$ cat src/rtl/rv32i_pkg.sv
// ---------------------------------------------------------------------------
// rv32i_pkg
//   Shared constants and types for the integer register file slice.
//   XLEN_DEFAULT  : default data width
//   NREGS_DEFAULT : default number of architectural registers
//   REG_AW        : register index width for the default register count
//   reg_idx_t     : register index type
//   word_t        : data word type
//   pend_max()    : largest value a pending counter of a given width holds
// ---------------------------------------------------------------------------
package rv32i_pkg;

    localparam int XLEN_DEFAULT  = 32;
    localparam int NREGS_DEFAULT = 32;
    localparam int REG_AW        = $clog2(NREGS_DEFAULT);

    typedef logic [REG_AW-1:0]       reg_idx_t;
    typedef logic [XLEN_DEFAULT-1:0] word_t;

    function automatic int pend_max(input int width);
        return (1 << width) - 1;
    endfunction

endpackage

$ cat src/rtl/rv32i_sb_counter.sv
// ---------------------------------------------------------------------------
// rv32i_sb_counter
//   Per-register pending-write counter for the register file scoreboard.
//   clk        : rising-edge clock
//   reset      : synchronous, active-low
//   inc        : a destination claim was accepted for this register
//   dec        : a write to this register is retiring
//   clr        : discard all pending claims (dominates inc/dec)
//   count      : current number of outstanding writes
//   at_max     : count is at its saturation value
//   at_zero    : count is zero
//   underflow  : a retirement arrived while count is zero
// The counter never wraps: increments at max and decrements at zero are
// ignored; the owner is expected to prevent the former and flag the latter.
// ---------------------------------------------------------------------------
module rv32i_sb_counter
    import rv32i_pkg::*;
#(
    parameter int PEND_W = 2
) (
    input  logic              clk,
    input  logic              reset,
    input  logic              inc,
    input  logic              dec,
    input  logic              clr,
    output logic [PEND_W-1:0] count,
    output logic              at_max,
    output logic              at_zero,
    output logic              underflow
);

    localparam logic [PEND_W-1:0] CNT_MAX = PEND_W'(pend_max(PEND_W));

    logic [PEND_W-1:0] count_reg;
    logic [PEND_W-1:0] count_next;

    assign count     = count_reg;
    assign at_max    = (count_reg == CNT_MAX);
    assign at_zero   = (count_reg == '0);
    assign underflow = dec && at_zero;

    always_comb begin
        count_next = count_reg;
        if (clr) begin
            count_next = '0;
        end else if (inc && !dec && !at_max) begin
            count_next = count_reg + PEND_W'(1);
        end else if (dec && !inc && !at_zero) begin
            count_next = count_reg - PEND_W'(1);
        end
        // inc && dec together: one write issued, one retired, net zero.
    end

    always_ff @(posedge clk) begin
        if (!reset) begin
            count_reg <= '0;
        end else begin
            count_reg <= count_next;
        end
    end

endmodule

$ cat src/rtl/rv32i_regfile_sb.sv
// ---------------------------------------------------------------------------
// rv32i_regfile_sb
//   Multi-read-port integer register file with write-to-read bypass and a
//   per-register pending-write scoreboard. ID reads operands and claims
//   destinations; WB retires writes; rd_busy exposes RAW hazards to ID.
//   clk         : rising-edge clock
//   reset       : synchronous, active-low
//   rd_reg      : NRD read indices
//   rd_data     : NRD read words (combinational, x0 reads zero)
//   rd_busy     : NRD flags, register has an unresolved pending write
//   issue_en    : claim issue_reg as a destination this cycle
//   issue_reg   : destination being claimed
//   issue_ready : claim accepted this cycle (combinational)
//   wb_enable   : retire a write this cycle
//   wb_reg      : register written
//   wb_data     : data written
//   flush       : discard all pending claims
//   sb_err      : sticky flag, retirement to a register with nothing pending
// ---------------------------------------------------------------------------
module rv32i_regfile_sb
    import rv32i_pkg::*;
#(
    parameter int XLEN   = XLEN_DEFAULT,
    parameter int NREGS  = NREGS_DEFAULT,
    parameter int NRD    = 2,
    parameter int PEND_W = 2,
    parameter int BYPASS = 1,
    localparam int AW    = $clog2(NREGS)
) (
    input  logic                      clk,
    input  logic                      reset,
    input  logic [NRD-1:0][AW-1:0]    rd_reg,
    output logic [NRD-1:0][XLEN-1:0]  rd_data,
    output logic [NRD-1:0]            rd_busy,
    input  logic                      issue_en,
    input  logic [AW-1:0]             issue_reg,
    output logic                      issue_ready,
    input  logic                      wb_enable,
    input  logic [AW-1:0]             wb_reg,
    input  logic [XLEN-1:0]           wb_data,
    input  logic                      flush,
    output logic                      sb_err
);

    // Register storage; x0 has no storage and reads as zero.
    logic [XLEN-1:0] regs_reg [1:NREGS-1];

    logic [NREGS-1:0][PEND_W-1:0] pend_cnt;
    logic [NREGS-1:0]             at_max_vec;
    logic [NREGS-1:0]             at_zero_vec;
    logic [NREGS-1:0]             underflow_vec;

    logic claim_ok;
    logic wb_to_issue;
    logic sb_err_reg;

    // -----------------------------------------------------------------------
    // Write port
    // -----------------------------------------------------------------------
    always_ff @(posedge clk) begin
        if (!reset) begin
            for (int i = 1; i < NREGS; i++) begin
                regs_reg[i] <= '0;
            end
        end else if (wb_enable && (wb_reg != '0)) begin
            regs_reg[wb_reg] <= wb_data;
        end
    end

    // -----------------------------------------------------------------------
    // Claim acceptance. A register at its limit can still be claimed when a
    // write to it retires in the same cycle, since the count nets out.
    // -----------------------------------------------------------------------
    assign wb_to_issue = wb_enable && (wb_reg == issue_reg);
    assign issue_ready = (issue_reg == '0) || !(at_max_vec[issue_reg] && !wb_to_issue);
    assign claim_ok    = issue_en && issue_ready && !flush;

    // -----------------------------------------------------------------------
    // Pending-write counters, one per writable register
    // -----------------------------------------------------------------------
    generate
        for (genvar gi = 0; gi < NREGS; gi++) begin : g_pend
            if (gi == 0) begin : g_x0
                assign pend_cnt[gi]      = '0;
                assign at_max_vec[gi]    = 1'b0;
                assign at_zero_vec[gi]   = 1'b1;
                assign underflow_vec[gi] = 1'b0;
            end else begin : g_cnt
                rv32i_sb_counter #(
                    .PEND_W (PEND_W)
                ) u_cnt (
                    .clk       (clk),
                    .reset     (reset),
                    .inc       (claim_ok && (issue_reg == AW'(gi))),
                    .dec       (wb_enable && (wb_reg == AW'(gi))),
                    .clr       (flush),
                    .count     (pend_cnt[gi]),
                    .at_max    (at_max_vec[gi]),
                    .at_zero   (at_zero_vec[gi]),
                    .underflow (underflow_vec[gi])
                );
            end
        end
    endgenerate

    // -----------------------------------------------------------------------
    // Read ports with optional same-cycle forwarding from WB
    // -----------------------------------------------------------------------
    generate
        for (genvar gi = 0; gi < NRD; gi++) begin : g_rd
            logic            rd_hit;
            logic [XLEN-1:0] data_mux;

            assign rd_hit = (BYPASS != 0) && wb_enable && (wb_reg == rd_reg[gi]);

            always_comb begin
                data_mux = '0;
                if (rd_reg[gi] != '0) begin
                    data_mux = rd_hit ? wb_data : regs_reg[rd_reg[gi]];
                end
            end

            assign rd_data[gi] = data_mux;

            // The last outstanding write retiring right now is already
            // visible through the bypass, so the hazard is resolved.
            assign rd_busy[gi] = (rd_reg[gi] != '0) && !at_zero_vec[rd_reg[gi]] &&
                                 !(rd_hit && (pend_cnt[rd_reg[gi]] == PEND_W'(1)));
        end
    endgenerate

    // -----------------------------------------------------------------------
    // Sticky scoreboard error; retirements during a flush are not checked
    // because the claims they belonged to are being discarded.
    // -----------------------------------------------------------------------
    always_ff @(posedge clk) begin
        if (!reset) begin
            sb_err_reg <= 1'b0;
        end else if (!flush && (|underflow_vec)) begin
            sb_err_reg <= 1'b1;
        end
    end

    assign sb_err = sb_err_reg;

endmodule

$ cat config.mk
export PLATFORM = sky130hd
export DESIGN_NAME = rv32i_regfile_sb
export DESIGN_NICKNAME = d
export VERILOG_FILES = /design/src/rtl/rv32i_pkg.sv /design/src/rtl/rv32i_sb_counter.sv /design/src/rtl/rv32i_regfile_sb.sv
export SDC_FILE = /design/constraint.sdc
export NUM_CORES = 2
export LEC_CHECK = 0
export BUFFER_PORTS_ARGS = -buffer_cell sky130_fd_sc_hd__buf_2
export CAP_MARGIN = 20
export CORE_ASPECT_RATIO = 1.1
export CORE_MARGIN = 3
export CORE_UTILIZATION = 40
export CTS_BUF_LIST = sky130_fd_sc_hd__clkbuf_16
export DETAILED_ROUTE_END_ITERATION = 7
export PLACE_DENSITY = 0.64
export REMOVE_ABC_BUFFERS = 1
export SKIP_LAST_GASP = 1
export SYNTH_ARGS = -nofsm -noshare
export SYNTH_HDL_FRONTEND = slang
export SYNTH_SLANG_ARGS = --single-unit
$ cat constraint.sdc
create_clock -name clk -period 11.35 [get_ports clk]
set_clock_uncertainty 0.05 [all_clocks]
set_input_delay 2.27 -clock clk [delete_from_list [all_inputs] [get_ports clk]]
set_output_delay 2.27 -clock clk [all_outputs]
set_load 0.1 [all_outputs]
# Word-level counts from Yosys, hierarchy flattened
# Memory sizes are Yosys's and may differ from the RTL's.
# Cells that the tools add are included.
# W data, S select, Z words.
# totals
reg_bits	63
latchBits	0
ram_bits	992
rom_bits	0
in_bits	57
out_inout_bits	68
wordCells	712
n_memories	1
# op_classes
n_addsub	62
n_mul	0
n_div	0
n_lt_le_gt_ge	3
eq_ne	98
shifts	0
n_mux	83
bitwise	1
n_reduce_logical	432
# mem_list
name	words	width	read_ports	rd_clocked_by_memory_dff	wr	line_no	source
regs_reg	31	32	2	0	31	rv32i_regfile_sb.sv:46	logic [XLEN-1:0] regs_reg [1:NREGS-1];
# ops
cell	n
$logic_and A1 B1 Y1	231
$eq A5 B5 Y1 const B	32
$mux W32	5
$logic_not A1 Y1	131
$mux W2	64
$eq A5 B4 Y1 const B	16
$add A2 B1 Y2 const B	31
$eq A2 B2 Y1 const B	31
$logic_not A2 Y1	31
$reduce_bool A2 Y1	31
$sub A2 B1 Y2 const B	31
$eq A5 B3 Y1 const B	8
$reduce_or A32 Y1	1
$reduce_or A31 Y1	1
$bmux W2 S5	2
$eq A5 B2 Y1 const B	4
$lt A5 B6 Y1 const B	3
$bmux W1 S5	3
$eq A5 B5 Y1	3
$reduce_bool A5 Y1	3
$eq A5 B1 Y1 const B	2
$mux W1	8
$logic_not A5 Y1	1
$mux W5	1
4 further kinds	5

# Logic depth before layout (Yosys ltp)
# logic_depth
depth_word	14
mapped_depth	12
depth_no_buf	9

# Hierarchy
# From an unflattened synthesis, not the netlist that was laid out.
# hier_totals
cells_unflattened	4198
hier_area_um2	60790.8
# modules_own_cells
mod	n_inst	cells_per_inst	area_each_um2	seq_area_each_um2
rv32i_regfile_sb	1	3702	56524.2	30769.5
rv32i_sb_counter	31	16	137.6	40.0

# Worst setup path after synthesis
# Ideal clock, no wire load.
# synth_path
path_type	input -> output
from	input port rd_reg[5] (netlist bit)
to	output port rd_busy[1]
arrival_ns	6.725
required_ns	9.030
setup_slack_ns	2.305
cell_stages	10
n_path_buf	5
cell_sequence	buf_2 -> buf_2 -> buf_2 -> buf_2 -> buf_2 -> a211oi_1 -> a21oi_1 -> o211ai_1 -> a21oi_1 -> o41ai_1
# synth_via
elab_chain_cells	6
word_cells_on_any_way	13
cone_classes	2 x eq/ne; 4 x mux; 7 x reduce/logical
# synth_rtl
element	line_no	source
start, declared	rv32i_regfile_sb.sv:32	input logic [NRD-1:0][AW-1:0] rd_reg,
$bmux W2 S5	rv32i_regfile_sb.sv:128	!(rd_hit && (pend_cnt[rd_reg[gi]] == PEND_W'(1)));
$mux W2 (implied by the code)	rv32i_regfile_sb.sv:128	
$eq A2 B1 Y1	rv32i_regfile_sb.sv:128	
$logic_and A1 B1 Y1	rv32i_regfile_sb.sv:128	
$logic_not A1 Y1	rv32i_regfile_sb.sv:128	
$logic_and A1 B1 Y1 (*)	rv32i_regfile_sb.sv:127	assign rd_busy[gi] = (rd_reg[gi] != '0) && !at_zero_vec[rd_reg[gi]] &&
end, declared	rv32i_regfile_sb.sv:34	output logic [NRD-1:0] rd_busy,
# Every way passes the cells marked *; elsewhere a longest branch is shown, timed or not. The select of a mux whose other input is x is not followed.

==> results.md <==
- Initial drt markers: about 5,400
- Num Clock Sinks: between 1,000 and 1,500
- Register share of total power: between 40% and 50%
- Net count, final: 4,196
- Pre-antenna DRT Iters: 6
- Cell Int Power: approximately 7.4 mW
- Cell Rows: about 150
- I/O Pins: around 130
- Final period utilization: slightly above 70%
- Pwr Density: 151 nW/µm²
- Die Area: 157,000 µm²
- Fill count: roughly 13,000
- Largest family of logic cells by synthesized area: multiplexers
- Die W: 378 µm
- Area Overhead vs Synth: 11.0%
- DRC: 0
- GR Util All Layers: about a quarter
- Compound-gate portion of the synthesized area: under 10%
- Synth Area in XOR/XNOR: less than 1%
- Post-Syn Area per Cell: roughly 14 µm²
- CTS Buf Count: ~120
- Fraction of layout cells with a size suffix above 1: between 20% and 30%
- RSZ-0062 raised after global routing: false
- Clk pwr share: 38.5%
- Final Core Density: 44.8%
- Multiplexer share of the synthesized area: 25.3%
- Postcts setup bufs: 0
- Max-cap viol count: 0
- Synth Area in Simple Gates: ~15%
- Hold crit path type: register to register
- H-tree levels: 3
- Worst Reg2Reg Path Length in Cells: 9
- Ys async rst share: 0%
- GRT overflow: 0
- Largest register FFs: a little over 1,000
- Total of hold buffers inserted after clock tree synthesis: 0
- Register area share after synthesis: a little over half
- Status: finished clean
- Leakage: approximately 23 nW
- Clock Path Buffers: 3
- Worst-margin pin slew: ~1.1 ns
- Cells after synthesis: roughly 4,200
- CTS tree: yes
- Routability cong.: just under 0.9
- FF+latch count, synth: about 1,100
- Largest net degree at the start of global routing: approximately 120
- Avg WL per Cell: about 32 µm
- Clk_lat worst skew: approximately 0.76 ns
- Post-Synth Adder-Cell Area: 0%
- CORE AREA: roughly 150,000 µm²
- Crit Path Category: input pin to output port
- Vias: 39,700
- Setup violators final: 0
- Arr. time, crit path: approximately 5.9 ns
- Initial Util: between 40% and 50%
- Post-Route WL: between 200 and 250 mm
- Root buf cell: clkbuf_16
- Top_reg_cell synth: edfxtp_1
- Setup tns final: 0 ns
- First-pass GRT wire length: 288 mm
- Post-route minimum period: approximately 8.2 ns
- Req. time, crit path: ~9 ns
- Switching part of the total power: roughly 28%
- Vias per cell: around 6.4
- Library cells used by synthesis: 78
- Number of global-route vias before repair: approximately 40,000
- Comb pwr share: 15.3%
- Maximum clock rate: between 100 and 150 MHz
- Clock Pin Slew Worst Setup and Hold Paths: approximately 0.060 ns
- Register area: between 30,000 and 40,000 µm²
- Warnings from Yosys: 0
- Max IR drop VDD: ~130 µV
- Hold Path Cell Cnt: 1
- HPWL after detailed placement: 114 mm
- Cells resized by post-CTS repair: 0
- Area occupied by multi-input gates: 27,500 µm²
- Mapped Area: slightly above 60,000 µm²
- Crit. End Element: output port
- Post-synth EDFFs: about 1,000
- NetSw: between 2 and 3 mW
- Fin. max-slew vios: 0
- Initial antenna violation count: 19
- Final hold vios: 0
- Slew HR: between 20% and 30%
- CP Launch Type: input pin
- I/O Buffers: 124
- Max FO, Critical Path: 40
- Die Ht: 415 µm
- Routed Antenna Nets: 0
==> synthesized netlist by cell type (4+ instances only) <==
| cell type | instances | area (µm²) |
|---|---|---|
| a21oi_1 | 56 | 280 |
| and3_1 | 72 | 450 |
| a21o_1 | 12 | 90.1 |
| o31ai_1 | 13 | 97.6 |
| o2111ai_1 | 6 | 52.6 |
| mux4_2 | 652 | 14700 |
| nand2b_1 | 22 | 138 |
| or4_1 | 4 | 30.0 |
| o211ai_1 | 8 | 60.1 |
| and2_1 | 930 | 5820 |
| dfxtp_1 | 63 | 1260 |
| nor2_1 | 197 | 739 |
| nand3_1 | 63 | 315 |
| nor2b_1 | 22 | 138 |
| nand4_1 | 14 | 87.6 |
| a31oi_1 | 8 | 50.1 |
| o21bai_1 | 6 | 45.0 |
| clkbuf_1 | 341 | 1280 |
| or3_1 | 9 | 56.3 |
| buf_1 | 37 | 139 |
| nor4b_1 | 6 | 52.6 |
| xnor2_1 | 4 | 35.0 |
| inv_1 | 9 | 33.8 |
| nand3b_1 | 15 | 113 |
| edfxtp_1 | 1024 | 30700 |
| buf_2 | 69 | 345 |
| nor4_1 | 17 | 106 |
| nor3b_1 | 10 | 75.1 |
| o22ai_1 | 8 | 50.1 |
| xor2_1 | 15 | 131 |
| mux2i_1 | 66 | 661 |
| a22oi_1 | 7 | 52.6 |
| a211oi_1 | 84 | 631 |
| nor3_1 | 63 | 315 |
| o311ai_0 | 7 | 61.3 |
| nand2_1 | 124 | 465 |
| o21ai_0 | 87 | 435 |
==> kinds of logic after synthesis <==
group,count (synthesis)
AO/OA/AOI/OAI,339
other,1
AND/OR/NAND/NOR,1584
flip-flops,1087
buffers and inverters,465
multiplexers,720
XOR/XNOR,20
==> critical path, cell delays in order <==
cell	delay, ns
buf_4	0.58
xor2_1	0.16
nor4_1	0.54
nand3_4	0.66
a211oi_1	1.02
buf_2	0.58
==> routing by layer <==
layer | GRT usage, % | vias to the layer above | share of wire [%]
li1 | - | 16200 | -
met1 | 33.1 | 20400 | 36
met2 | 41.1 | 2516 | 48
met3 | 5.24 | 615 | 10
met4 | 12.7 | 4 | 5.8
met5 | 0 | - | 0.011
==> stage by stage <==
step	power [mW]	hold WS [ns]	worst slack, ns	cells	cell area [µm²]
2_1_floorplan	5.73	0.425	2.11	3792	59000
3_3_place_gp	6.31	0.400	3.15	5979	63500
3_5_place_dp	6.34	0.404	3.18	5979	63500
4_1_cts	10.2	0.428	3.18	6205	67400
5_1_grt	10.4	0.444	2.98	6205	67400
6_report	10.2	0.427	3.12	6206	67400
==> worst paths after layout <==
path	startpoint	endpoint	slack, ns
max	rd_reg[3]	rd_data[11]	3.12
min	sb_err	sb_err	0.43
min reg2reg	sb_err	sb_err	0.43
max reg2reg	g_pend[24].g_cnt.u_cnt.count[0]	g_pend[12].g_cnt.u_cnt.count[0]	8.28
==> layout by cell type (no fill, tap or decap), types with 56 or more instances in the layout <==
cell type	instances
a211oi_1	84
a21oi_1	56
and2_1	930
and3_1	72
buf_2	113
buf_4	99
clkbuf_16	122
dfxtp_1	63
edfxtp_1	1024
mux2i_1	66
mux4_2	652
nand2_1	109
nand3_1	60
nor2_1	165
nor3_1	63
o21ai_0	71
==> power by group through the flow <==
stage	clock network, mW	logic, mW	registers [mW]
final	3.93	1.56	4.70
after CTS	3.96	1.56	4.69
after floorplan	0	0.981	4.75
after detailed placement	0	1.56	4.78
after global routing	4.11	1.62	4.72
after global placement	0	1.55	4.76
==> cell type report <==
type / count / area share [%]
flip-flops and latches: 1087 / 47.5
multi-input cells: 2695 / 40.8
clock buffers: 122 / 4.53
well taps: 1963 / 3.64
repair buffers: 224 / 2.24
clock inverters: 104 / 1.26
inverters: 10 / 0.0557
diodes: 1 / 0.00371
(Power assumes the default switching activity.)
